[src/rtl/bypass_ctrl_if.sv]
// Decode <-> bypass controller bundle: operand/destination info from decode, bypass selects and stall back.
// Perf counter fields read as zero unless the controller is built with BYPASS_PERF_CNT_EN.
interface bypass_ctrl_if #(
    parameter int ADDR_SIZE = 5
);
    logic                 D_valid;
    logic [ADDR_SIZE-1:0] D_ra;
    logic [ADDR_SIZE-1:0] D_rb;
    logic                 D_use_ra;
    logic                 D_use_rb;
    logic [ADDR_SIZE-1:0] D_rd;
    logic                 D_we;
    logic                 D_ld;
    logic                 F_flush;
    logic                 MEM_stall;
    logic [1:0]           EX_D_bp;
    logic [1:0]           MEM_D_bp;
    logic [1:0]           WB_D_bp;
    logic                 D_stall;
    logic [31:0]          perf_stall_cnt;
    logic [31:0]          perf_bp_cnt;

    modport master (
        output D_valid, D_ra, D_rb, D_use_ra, D_use_rb, D_rd, D_we, D_ld, F_flush, MEM_stall,
        input  EX_D_bp, MEM_D_bp, WB_D_bp, D_stall, perf_stall_cnt, perf_bp_cnt
    );

    modport slave (
        input  D_valid, D_ra, D_rb, D_use_ra, D_use_rb, D_rd, D_we, D_ld, F_flush, MEM_stall,
        output EX_D_bp, MEM_D_bp, WB_D_bp, D_stall, perf_stall_cnt, perf_bp_cnt
    );
endinterface

[src/rtl/bypass_ctrl.sv]
// Purpose: tracks in-flight writes in EX/MEM/WB shadow slots, drives decode bypass selects, stalls on load-use.
// Latency: 0 cycles, bypass selects and D_stall are combinational from the slots and D_* inputs.
// Backpressure: MEM_stall freezes every slot and raises D_stall; optional counters under BYPASS_PERF_CNT_EN.
module bypass_ctrl #(
    parameter int ADDR_SIZE = 5
) (
    input  logic          clk,
    input  logic          rst,
    bypass_ctrl_if.slave  bus
);

    typedef struct packed {
        logic                 v;
        logic                 we;
        logic [ADDR_SIZE-1:0] rd;
    } slot_t;

    slot_t ex_slot;
    slot_t mem_slot;
    slot_t wb_slot;
    logic  ex_ld;

    logic [1:0] ex_hit;
    logic [1:0] mem_hit;
    logic [1:0] wb_hit;
    logic [1:0] load_use_bits;
    logic       load_use;

    function automatic logic slot_hit(slot_t s, logic [ADDR_SIZE-1:0] idx, logic use_x);
        return s.v && s.we && (s.rd != '0) && (s.rd == idx) && use_x;
    endfunction

    always_comb begin
        ex_hit  = {slot_hit(ex_slot,  bus.D_ra, bus.D_use_ra), slot_hit(ex_slot,  bus.D_rb, bus.D_use_rb)};
        mem_hit = {slot_hit(mem_slot, bus.D_ra, bus.D_use_ra), slot_hit(mem_slot, bus.D_rb, bus.D_use_rb)};
        wb_hit  = {slot_hit(wb_slot,  bus.D_ra, bus.D_use_ra), slot_hit(wb_slot,  bus.D_rb, bus.D_use_rb)};
        ex_hit  = ex_hit  & {2{bus.D_valid}};
        mem_hit = mem_hit & {2{bus.D_valid}};
        wb_hit  = wb_hit  & {2{bus.D_valid}};
    end

    // A load in EX owns the operand even though its data is not ready: older stages must not backfill.
    assign load_use_bits = ex_hit & {2{ex_ld}};
    assign load_use      = |load_use_bits;

    assign bus.EX_D_bp  = ex_hit & ~{2{ex_ld}};
    assign bus.MEM_D_bp = mem_hit & ~ex_hit;
    assign bus.WB_D_bp  = wb_hit & ~ex_hit & ~mem_hit;
    assign bus.D_stall  = load_use | bus.MEM_stall;

    always_ff @(posedge clk) begin
        if (rst) begin
            ex_slot  <= '0;
            mem_slot <= '0;
            wb_slot  <= '0;
            ex_ld    <= 1'b0;
        end else if (!bus.MEM_stall) begin
            wb_slot  <= mem_slot;
            mem_slot <= ex_slot;
            if (bus.D_valid && !load_use && !bus.F_flush) begin
                ex_slot <= '{v: 1'b1, we: bus.D_we, rd: bus.D_rd};
                ex_ld   <= bus.D_ld;
            end else begin
                ex_slot <= '0;
                ex_ld   <= 1'b0;
            end
        end
    end

`ifdef BYPASS_PERF_CNT_EN
    logic [31:0] stall_cnt;
    logic [31:0] bp_cnt;

    always_ff @(posedge clk) begin
        if (rst) begin
            stall_cnt <= '0;
            bp_cnt    <= '0;
        end else begin
            if (load_use)
                stall_cnt <= stall_cnt + 32'd1;
            if (|{bus.EX_D_bp, bus.MEM_D_bp, bus.WB_D_bp})
                bp_cnt <= bp_cnt + 32'd1;
        end
    end

    assign bus.perf_stall_cnt = stall_cnt;
    assign bus.perf_bp_cnt    = bp_cnt;
`else
    assign bus.perf_stall_cnt = '0;
    assign bus.perf_bp_cnt    = '0;
`endif

endmodule
[src/flat_wrapper.sv]
// flat-port wrapper written by rule: the top's interface ports become plain ports
module bypass_ctrl_flat 
#(
    parameter int ADDR_SIZE = 5
)
  (clk, rst, bus_D_valid, bus_D_ra, bus_D_rb, bus_D_use_ra, bus_D_use_rb, bus_D_rd, bus_D_we, bus_D_ld, bus_F_flush, bus_MEM_stall, bus_EX_D_bp, bus_MEM_D_bp, bus_WB_D_bp, bus_D_stall, bus_perf_stall_cnt, bus_perf_bp_cnt);
  bypass_ctrl_if #(.ADDR_SIZE(ADDR_SIZE)) bus_i ();
  input  logic clk;
  input  logic rst;
  input wire logic [$bits(bus_i.D_valid)-1:0] bus_D_valid;
  input wire logic [$bits(bus_i.D_ra)-1:0] bus_D_ra;
  input wire logic [$bits(bus_i.D_rb)-1:0] bus_D_rb;
  input wire logic [$bits(bus_i.D_use_ra)-1:0] bus_D_use_ra;
  input wire logic [$bits(bus_i.D_use_rb)-1:0] bus_D_use_rb;
  input wire logic [$bits(bus_i.D_rd)-1:0] bus_D_rd;
  input wire logic [$bits(bus_i.D_we)-1:0] bus_D_we;
  input wire logic [$bits(bus_i.D_ld)-1:0] bus_D_ld;
  input wire logic [$bits(bus_i.F_flush)-1:0] bus_F_flush;
  input wire logic [$bits(bus_i.MEM_stall)-1:0] bus_MEM_stall;
  output wire logic [$bits(bus_i.EX_D_bp)-1:0] bus_EX_D_bp;
  output wire logic [$bits(bus_i.MEM_D_bp)-1:0] bus_MEM_D_bp;
  output wire logic [$bits(bus_i.WB_D_bp)-1:0] bus_WB_D_bp;
  output wire logic [$bits(bus_i.D_stall)-1:0] bus_D_stall;
  output wire logic [$bits(bus_i.perf_stall_cnt)-1:0] bus_perf_stall_cnt;
  output wire logic [$bits(bus_i.perf_bp_cnt)-1:0] bus_perf_bp_cnt;
  assign bus_i.D_valid = bus_D_valid;
  assign bus_i.D_ra = bus_D_ra;
  assign bus_i.D_rb = bus_D_rb;
  assign bus_i.D_use_ra = bus_D_use_ra;
  assign bus_i.D_use_rb = bus_D_use_rb;
  assign bus_i.D_rd = bus_D_rd;
  assign bus_i.D_we = bus_D_we;
  assign bus_i.D_ld = bus_D_ld;
  assign bus_i.F_flush = bus_F_flush;
  assign bus_i.MEM_stall = bus_MEM_stall;
  assign bus_EX_D_bp = bus_i.EX_D_bp;
  assign bus_MEM_D_bp = bus_i.MEM_D_bp;
  assign bus_WB_D_bp = bus_i.WB_D_bp;
  assign bus_D_stall = bus_i.D_stall;
  assign bus_perf_stall_cnt = bus_i.perf_stall_cnt;
  assign bus_perf_bp_cnt = bus_i.perf_bp_cnt;
  bypass_ctrl #(.ADDR_SIZE(ADDR_SIZE)) u_core (.clk(clk), .rst(rst), .bus(bus_i));
endmodule
[config.mk]
export PLATFORM = sky130hd
export DESIGN_NAME = bypass_ctrl_flat
export DESIGN_NICKNAME = d
export VERILOG_FILES = /design/src/rtl/bypass_ctrl_if.sv /design/src/rtl/bypass_ctrl.sv /design/src/flat_wrapper.sv
export SDC_FILE = /design/constraint.sdc
export NUM_CORES = 1
export LEC_CHECK = 0
export CAP_MARGIN = 20
export CORE_MARGIN = 2
export CORE_UTILIZATION = 40
export CTS_BUF_LIST = sky130_fd_sc_hd__clkbuf_2
export DETAILED_ROUTE_END_ITERATION = 7
export GPL_TIMING_DRIVEN = 0
export MAX_ROUTING_LAYER = met4
export PLACE_DENSITY = 0.86
export SYNTH_ARGS = -nofsm -noshare
export SYNTH_HDL_FRONTEND = slang
export SYNTH_SLANG_ARGS = --single-unit
[constraint.sdc]
create_clock -name clk -period 4 [get_ports clk]
set_clock_uncertainty 0.05 [all_clocks]
set_input_delay 1.2 -clock clk [delete_from_list [all_inputs] [get_ports clk]]
set_output_delay 1.2 -clock clk [all_outputs]
set_load 0.005 [all_outputs]
# After elaboration in Yosys (flattened, before gate mapping)

Index checks and enable logic that the tools add are counted.

Output and inout bits: 71
Bits of input ports: 24
Logic and storage cells: 56
Bits in registers: 22

Equality and inequality tests: 6
Multiplexer cells: 2
Bitwise operators: 12
Reduce and logical (&&, ||, !) cells: 26

Operator list:

| cell                | count |
|---|---|
| $eq A5 B5 Y1        | 6 |
| $logic_and A1 B1 Y1 | 20 |
| $and A2 B2 Y2       | 8 |
| $reduce_bool A5 Y1  | 3 |
| $mux W7             | 1 |
| $not A2 Y2          | 3 |
| $logic_not A1 Y1    | 2 |
| $reduce_or A2 Y1    | 1 |
| $mux W1             | 1 |
| $or A1 B1 Y1        | 1 |

# Depth between registers and ports, before layout

Gate-level depths: netlist of the first run.

Depth after elaboration: 11
Gate-level depth with buffers: 5
Mapped depth without buffers: 5

# Worst setup path before layout of the first run

OpenSTA, ideal clock, no wires.

Path type: input-to-output
From: input bus_D_ra[2]
To: output bus_D_stall
Path buffers: 0
Stages: 5
Data required time: 2,750 ps
Path slack: 406 ps
Arrival: 2,344 ps
Cell sequence: xor2_1 nor4_2 nand4_2 a211oi_4 or2_1

Cells in the longest elaborated chain, start to end: 7

RTL lines:

| element                           | line               | RTL |
|---|---|---|
| start: declaration                | flat_wrapper.sv:11 | `input wire logic [$bits(bus_i.D_ra)-1:0] bus_D_ra;` |
| $eq A5 B5 Y1                      | bypass_ctrl.sv:30  | `return s.v && s.we && (s.rd != '0) && (s.rd == idx) && use_x;` |
| $logic_and A1 B1 Y1 (2 in series) | bypass_ctrl.sv:30  |  |
| $and A2 B2 Y2                     | bypass_ctrl.sv:37  | `ex_hit = ex_hit & {2{bus.D_valid}};` |
| $and A2 B2 Y2                     | bypass_ctrl.sv:43  | `assign load_use_bits = ex_hit & {2{ex_ld}};` |
| $reduce_or A2 Y1                  | bypass_ctrl.sv:44  | `assign load_use = \|load_use_bits;` |
| $or A1 B1 Y1                      | bypass_ctrl.sv:49  | `assign bus.D_stall = load_use \| bus.MEM_stall;` |
| end: declaration                  | flat_wrapper.sv:23 | `output wire logic [$bits(bus_i.D_stall)-1:0] bus_D_stall;` |

No other way between the ends.

# Worst setup path after layout of the first run

From: input bus_D_ra[1]
To: output bus_D_stall

The elaborated chain is that of the path after synthesis.

==> run_results.csv, run 1 <==
group,metric,value,unit
critical_path,worst_path_max_fanout,3,
synthesis,synth_area,1760,µm²
sta,total_negative_setup_slacks,0,ns
synthesis,synth_edf_count,0,
critical_path,r2r_start,"u_core.ex_slot[0]$_SDFFE_PP0N_",
pwr,share_comb_of_total_power,25.1,%
final_layout,final-seq-area,440,µm²
critical_path,timing.critical_path.to_type,"primary output",
critical_path,timing.setup.critical_path_class,"primary input to primary output",
pwr,pwr_density_cell,208,nW/µm²
final_layout,area_growth,40.5,%
synthesis,synth-simple-area-share,15.6,%
floorplan,io_pins,95,
routing,drtIter0Drc,55,
pwr,p_switching,128,µW
floorplan,die_area,4940,µm²
sta,fmax,257,MHz
final_layout,fill_cells,419,
sta,setup-violations-final,0,
worst_hold_path,worst_hold_stages,2,
routing,avgViaCountPerCell,4.01,
pwr,power_switching_share,24.9,%
synthesis,post_synthesis_mux_area_share,7.98,%
sta,worst-slew-pin-transition,0.687,ns
cts,cts.htree.levels,1,
final_layout,final_core_utilization,57.5,%
critical_path,r2r.worst_path.cells,5,
synthesis,synth_adder_area_share,0,%
critical_path,start_kind,"primary input",
cts,cts_buffers,3,
placed_design,dp_hpwl,3060,µm
grt,grt_pass1_wl,6180,µm
critical_path,reg2reg_slack,2.01,ns
routing,drc,0,
cts,clkSinkCount,22,
placed_design,post-place-cells,350,
floorplan,die_x,70.3,µm
synthesis,ys_async_sr_fraction,0,%
floorplan,initial_core_util,40.9,%
synthesis,post_synth_most_frequent_cells,"64 x sky130_fd_sc_hd__buf_4, 22 x sky130_fd_sc_hd__dfxtp_1, 17 x sky130_fd_sc_hd__nor2_1, 17 x sky130_fd_sc_hd__xnor2_1, 14 x sky130_fd_sc_hd__mux2i_1",
placed_design,gpl.final_weighted_congestion,0.931,
final_layout,multi_input_area,1040,µm²
synthesis,synth_largest_type_area_fraction,27.4,%
sta,pins_over_their_slew_limit,0,
grt,overflow,0,
grt,pin_count_of_the_biggest_net_entering_global_routing,14,
floorplan,core.rowCount,24,
final_layout,insertedDiodeCount,0,
cts,clock_tree_from_tritoncts,"built",
synthesis,synth_top_family_by_area,"buffers and inverters",
sta,maxSlewHeadroom,54.2,%
worst_hold_path,hold_path_class,"flop to flop",
cts,cts_hold_repair.buffers,0,
synthesis,synth_xor_area_share,15.0,%
sta,layout_min_cycle_time,3.90,ns
routing,pre_antenna_drt_iters,4,
routing,dr_total_vias,1467,
routing,totalWireLength,3830,µm
synthesis,area_fraction_in_compound_gates_after_synthesis,5.98,%
final_layout,final_layout_size_suffix_gt1_share,32.8,%
synthesis,yosysWarningCount,0,
grt,grt_pass1_vias,1334,
synthesis,ys_dominant_reg_cell,"sky130_fd_sc_hd__dfxtp_1",
synthesis,ys_seq_elements,22,
final_layout,nets,339,
pwr,seq_power_share,44.5,%
pwr,vdd.ir_drop.worst,214,µV
sta,rsz0062_at_grt,"no",
routing,route.detailed.wl_per_inst,10.5,µm
routing,antenna_violating_nets_post_route,0,
grt,track_usage,16.0,%
pwr,power.internal,385,µW
sta,whs,0.444,ns
worst_hold_path,timing.hold.worst.start,"u_core.ex_slot[6]$_SDFFE_PP0N_",
run,cap_viol_max_count,0,
synthesis,synth_cell_types,28,
pwr,share_clk_of_total_power,30.4,%
outcome,outcome,"finished, final reports clean",
synthesis,yosysMostFrequentCell,"sky130_fd_sc_hd__buf_4",
synthesis,syn_avg_cell_area,8.53,µm²
final_layout,finalNonFillerCells,366,
grt,antenna_found_initial,0,
cts,cts-root-buf,"sky130_fd_sc_hd__clkbuf_2",
cts,clock_insertion_delay_worst_skew,0.33,ns
floorplan,core-area,4290,µm²
synthesis,synth-seq-area-share,25.1,%
placed_design,placement.io_buffers,29,
synthesis,synth_area_leaders,"sky130_fd_sc_hd__buf_4 27%, sky130_fd_sc_hd__dfxtp_1 25%, sky130_fd_sc_hd__xnor2_1 8.5%",
cts,clk_pin_slew_worst_paths,0.21,ns
floorplan,die_height,70.3,µm
critical_path,worst_ep_arrival_time,2.65,ns
critical_path,rr_endpoint,"u_core.ex_slot[2]$_SDFFE_PP0N_",
sta,final_hold_viol_count,0,
cts,cts_max_path_buffers,2,
critical_path,worstPathRequired,2.75,ns
synthesis,post-synth-top-area-cell,"sky130_fd_sc_hd__buf_4",
worst_hold_path,min_to,"u_core.ex_slot[6]$_SDFFE_PP0N_",
synthesis,synthesis.instances,206,
pwr,p_leak,0.00131,µW
sta,period_share,97.4,%
-- worst max path at each step --
stage / cells after the start / startpoint / slack (ns) / to
floorplan: 5 / bus_D_ra[2] / 0.41 / bus_D_stall
global placement: 7 / bus_D_ra[2] / -0.76 / bus_D_stall
detailed placement: 7 / bus_D_ra[2] / -0.77 / bus_D_stall
CTS: 8 / bus_D_rb[2] / -0.02 / bus_D_stall
global route: 8 / bus_D_ra[1] / 0.02 / bus_D_stall
finish: 8 / bus_D_ra[1] / 0.10 / bus_D_stall
-- state kept, by name, summed over array words and instances, names as in the netlist --
register / flops
u_core.mem_slot: 7
u_core.wb_slot: 7
u_core.ex_ld: 1
u_core.ex_slot: 7
-- routing by layer --
metal	vias to the layer above	routed length, µm	GRT usage (%)
met3	9	246	3.03
li1	768	-	-
met5	-	0	-
met4	0	69	4.06
met2	52	2000	28.9
met1	638	1520	18.1
-- through the flow --
stage / power, µW / instance area [µm²] / worst slack, ns
floorplan: 322 / 1990 / 0.406
global placement: 357 / 2350 / -0.760
detailed placement: 358 / 2350 / -0.774
CTS: 512 / 2490 / -0.0152
global route: 534 / 2470 / 0.0249
finish: 513 / 2470 / 0.103
-- kinds of logic (layout without fill, tap and decap cells) --
| logic type | count (synthesis) | after routing |
|---|---|---|
| compound gates | 12 | 12 |
| xor+xnor | 30 | 30 |
| buf+inv | 77 | 122 |
| flops | 22 | 22 |
| mux | 14 | 14 |
| other cells | 1 | 64 |
| simple gates | 50 | 50 |
-- critical path, cell delays in order --
cell	delay, ns
sky130_fd_sc_hd__clkdlybuf4s15_2	0.22
sky130_fd_sc_hd__xor2_1	0.16
sky130_fd_sc_hd__nor4_2	0.29
sky130_fd_sc_hd__nand4_2	0.15
sky130_fd_sc_hd__buf_4	0.17
sky130_fd_sc_hd__a211oi_4	0.22
sky130_fd_sc_hd__or2_1	0.13
sky130_fd_sc_hd__buf_2	0.11
-- cell type report --
class / instances / area share (%)
tap: 52 / 2.64
clock inverter: 1 / 1.22
multi-input combinational: 170 / 42.2
inverter: 8 / 1.22
sequential: 22 / 17.8
buffer: 69 / 20.3
clock buffer: 3 / 0.608
timing repair buffer: 41 / 14.0
-- what timing repair did --
action                                  in CTS  in global routing
resized for setup                           39                 12
pin swaps                                    9                  5
buffers inserted                            12                  0
endpoints found under the setup margin       7                  4
-- placed cells by master, fill, tap and decap left out, drive strengths merged --
| cell type | count |
|---|---|
| or2 | 1 |
| or4b | 1 |
| o21ai | 1 |
| inv | 8 |
| nor2b | 2 |
| o211ai | 3 |
| dfxtp | 22 |
| nor2 | 17 |
| or4 | 4 |
| buf | 82 |
| a211oi | 1 |
| clkdlybuf4s50 | 10 |
| xnor2 | 17 |
| clkdlybuf4s15 | 3 |
| nand3 | 2 |
| xor2 | 13 |
| mux2i | 14 |
| dlygate4sd2 | 7 |
| and4bb | 1 |
| clkbuf | 10 |
| nor4 | 4 |
| dlymetal6s2s | 1 |
| conb | 64 |
| nand2 | 9 |
| o31ai | 7 |
| nand4 | 5 |
| nor3 | 4 |
| bufinv | 1 |
-- power groups by stage --
stage	clock network, µW	registers, µW	logic (µW)
after floorplan	0	231	91.2
after detailed placement	0	233	126
after CTS	157	228	127
final	156	228	129
after global routing	164	229	141
after global placement	0	232	125
Note: power is estimated with default switching activity, not from simulation.
==> inputs of run 2 (changes only) <==
--- a/config.mk
+++ b/config.mk
@@ -13,6 +13,7 @@
 export GPL_TIMING_DRIVEN = 0
 export MAX_ROUTING_LAYER = met4
 export PLACE_DENSITY = 0.86
+export SETUP_SLACK_MARGIN = 0.02
 export SYNTH_ARGS = -nofsm -noshare
 export SYNTH_HDL_FRONTEND = slang
 export SYNTH_SLANG_ARGS = --single-unit
==> run 2 against run 1 <==
  * First-iteration DRC count down 22%
  * Wire length increased by 1.3%
  * Critical path depth unchanged
  * Via count up 0.75%
  * Sequential power about the same
  * Die area is the same
  * Register-to-register slack is essentially flat
  * Core utilization rose by 0.058 points
  * Cell count unchanged
  * Critical path type unchanged
  * Critical endpoint unchanged
==> run_results.csv, run 2 (synthesis results as in run 1) <==
group,metric,value,unit
final_layout,layout.cells.most_common,"sky130_fd_sc_hd__buf_4",
critical_path,timing.setup.critical_path_class,"primary input to primary output",
cts,clkSinkCount,22,
critical_path,worstPathRequired,2.75,ns
worst_hold_path,hold_path_class,"flop to flop",
floorplan,core-area,4290,µm²
routing,drtIter0Drc,43,
final_layout,final-seq-area,440,µm²
placed_design,post-place-cells,350,
sta,pins_over_their_slew_limit,0,
pwr,power_switching_share,24.9,%
floorplan,die_height,70.3,µm
final_layout,area_growth,40.7,%
critical_path,critical_path.max_stage_delay,0.23,ns
outcome,outcome,"finished, final reports clean",
pwr,pwr_density_cell,208,nW/µm²
cts,clock_tree_from_tritoncts,"built",
grt,grt_pass1_wl,6180,µm
sta,setup-violations-final,0,
cts,cts_max_path_buffers,2,
sta,layout_min_cycle_time,3.93,ns
pwr,share_comb_of_total_power,25.2,%
grt,overflow,0,
final_layout,final_cell_area,2470,µm²
final_layout,finalNonFillerCells,366,
pwr,share_clk_of_total_power,30.3,%
routing,antenna_violating_nets_post_route,0,
placed_design,dp_hpwl,3060,µm
sta,maxSlewHeadroom,54.3,%
final_layout,insertedDiodeCount,0,
pwr,vdd.ir_drop.worst,213,µV
placed_design,placement.io_buffers,29,
routing,avgViaCountPerCell,4.04,
floorplan,io_pins,95,
sta,whs,0.444,ns
cts,clk_pin_slew_worst_paths,0.22,ns
routing,totalWireLength,3880,µm
floorplan,die_area,4940,µm²
run,cap_viol_max_count,0,
final_layout,final_core_utilization,57.5,%
sta,worst-slew-pin-transition,0.685,ns
sta,rsz0062_at_grt,"yes",
routing,route.detailed.wl_per_inst,10.6,µm
grt,track_usage,16.0,%
final_layout,largestRegisters,"u_core.ex_slot (7), u_core.mem_slot (7), u_core.wb_slot (7)",
critical_path,path_cells,"clkdlybuf4s15_2 -> xor2_1 -> nor4_1 -> nand3_1 -> buf_6 -> a211oi_4 -> or2_1 -> buf_2",
grt,antenna_found_initial,0,
routing,drc,0,
floorplan,die_x,70.3,µm
sta,period_share,98.4,%
routing,dr_total_vias,1478,
critical_path,worst_path_max_fanout,3,
final_layout,fill_cells,421,
pwr,seq_power_share,44.5,%
placed_design,placement_cell_area,2350,µm²
cts,cts-root-buf,"sky130_fd_sc_hd__clkbuf_2",
floorplan,core.rowCount,24,
grt,grt_pass1_vias,1334,
routing,pre_antenna_drt_iters,4,
cts,clock_insertion_delay_worst_skew,0.33,ns
placed_design,gpl.final_weighted_congestion,0.931,
grt,pin_count_of_the_biggest_net_entering_global_routing,14,
critical_path,timing.critical_path.to_type,"primary output",
floorplan,initial_core_util,40.9,%
cts,cts_buffers,3,
cts,cts.htree.levels,1,
final_layout,nets,339,
critical_path,start_kind,"primary input",
final_layout,most-common-layout-cells,"75 x sky130_fd_sc_hd__buf_4, 64 x sky130_fd_sc_hd__conb_1, 22 x sky130_fd_sc_hd__dfxtp_1",
sta,final_hold_viol_count,0,
pwr,p_leak,0.00130,µW
critical_path,worst_ep_arrival_time,2.68,ns
pwr,power.internal,386,µW
critical_path,slowest_stage,"sky130_fd_sc_hd__clkdlybuf4s15_2",
final_layout,multi_input_area,1040,µm²
final_layout,final_layout_size_suffix_gt1_share,32.5,%
sta,fmax,254,MHz
pwr,p_switching,128,µW
-- run 2: changes by cell type in the layout (fill, tap and decap cells not counted) --
cell / before / now
sky130_fd_sc_hd__buf_2: 4 / 6
sky130_fd_sc_hd__buf_4: 74 / 75
sky130_fd_sc_hd__buf_6: 2 / 1
sky130_fd_sc_hd__clkbuf_2: 8 / 4
sky130_fd_sc_hd__clkdlybuf4s15_2: 3 / 4
sky130_fd_sc_hd__dlygate4sd2_1: 7 / 9
sky130_fd_sc_hd__dlymetal6s2s_1: 1 / 0
-- run 2: final cells by class --
type	count	area share, %
well taps	52	2.63
plain buffers	69	20.3
clock inverters	1	1.22
flip-flops and latches	22	17.8
clock buffers	3	0.608
inverters	8	1.22
multi-input cells	170	42.2
repair buffers	41	14.1
-- run 2: power groups by stage --
stage | logic (µW) | registers (µW) | clock network [µW]
6_report | 129 | 228 | 156
5_1_grt | 142 | 229 | 164
4_1_cts | 127 | 228 | 157
3_5_place_dp | 126 | 233 | 0
3_3_place_gp | 125 | 232 | 0
2_1_floorplan | 91.2 | 231 | 0
-- run 2: final timing paths --
check        cells after the start  slack (ns)                             end                           start
max                              8        0.07                     bus_D_stall                     bus_D_rb[2]
min                              2        0.44  u_core.ex_slot[6]$_SDFFE_PP0N_  u_core.ex_slot[6]$_SDFFE_PP0N_
max reg2reg                      5        2.01  u_core.ex_slot[2]$_SDFFE_PP0N_  u_core.ex_slot[1]$_SDFFE_PP0N_
min reg2reg                      2        0.44  u_core.ex_slot[6]$_SDFFE_PP0N_  u_core.ex_slot[6]$_SDFFE_PP0N_
-- run 2: routing by layer --
metal	track usage (%)	share of wire (%)	wire length [µm]
met5	-	0	0
met4	4.06	1.2	48
met3	3.03	6.1	235
met2	28.9	53	2050
met1	18.1	40	1540
-- run 2: metrics by stage --
| stage | worst slack [ns] | total power (µW) | TNS [ns] |
|---|---|---|---|
| after floorplan | 0.406 | 322 | 0 |
| after global placement | -0.760 | 357 | -2.98 |
| after detailed placement | -0.774 | 358 | -3.08 |
| after CTS | 0.0215 | 512 | 0 |
| after global routing | 0.00173 | 534 | 0 |
| final | 0.0660 | 513 | 0 |
-- run 2: worst max-delay path: cells and delay by family --
| family | cells | cell delay [ns] |
|---|---|---|
| AND/OR/NAND/NOR | 3 | 0.59 |
| buffers and inverters | 3 | 0.53 |
| AO/OA/AOI/OAI | 1 | 0.22 |
| XOR/XNOR | 1 | 0.15 |
-- run 2: repair_timing --
| item | CTS | global route |
|---|---|---|
| gates resized for setup | 44 | 6 |
| buffers inserted | 12 | 0 |
| pin swaps | 9 | 4 |
| hold buffers | 0 | 0 |
| cloned | 0 | 0 |
| setup endpoints to repair | 7 | 3 |
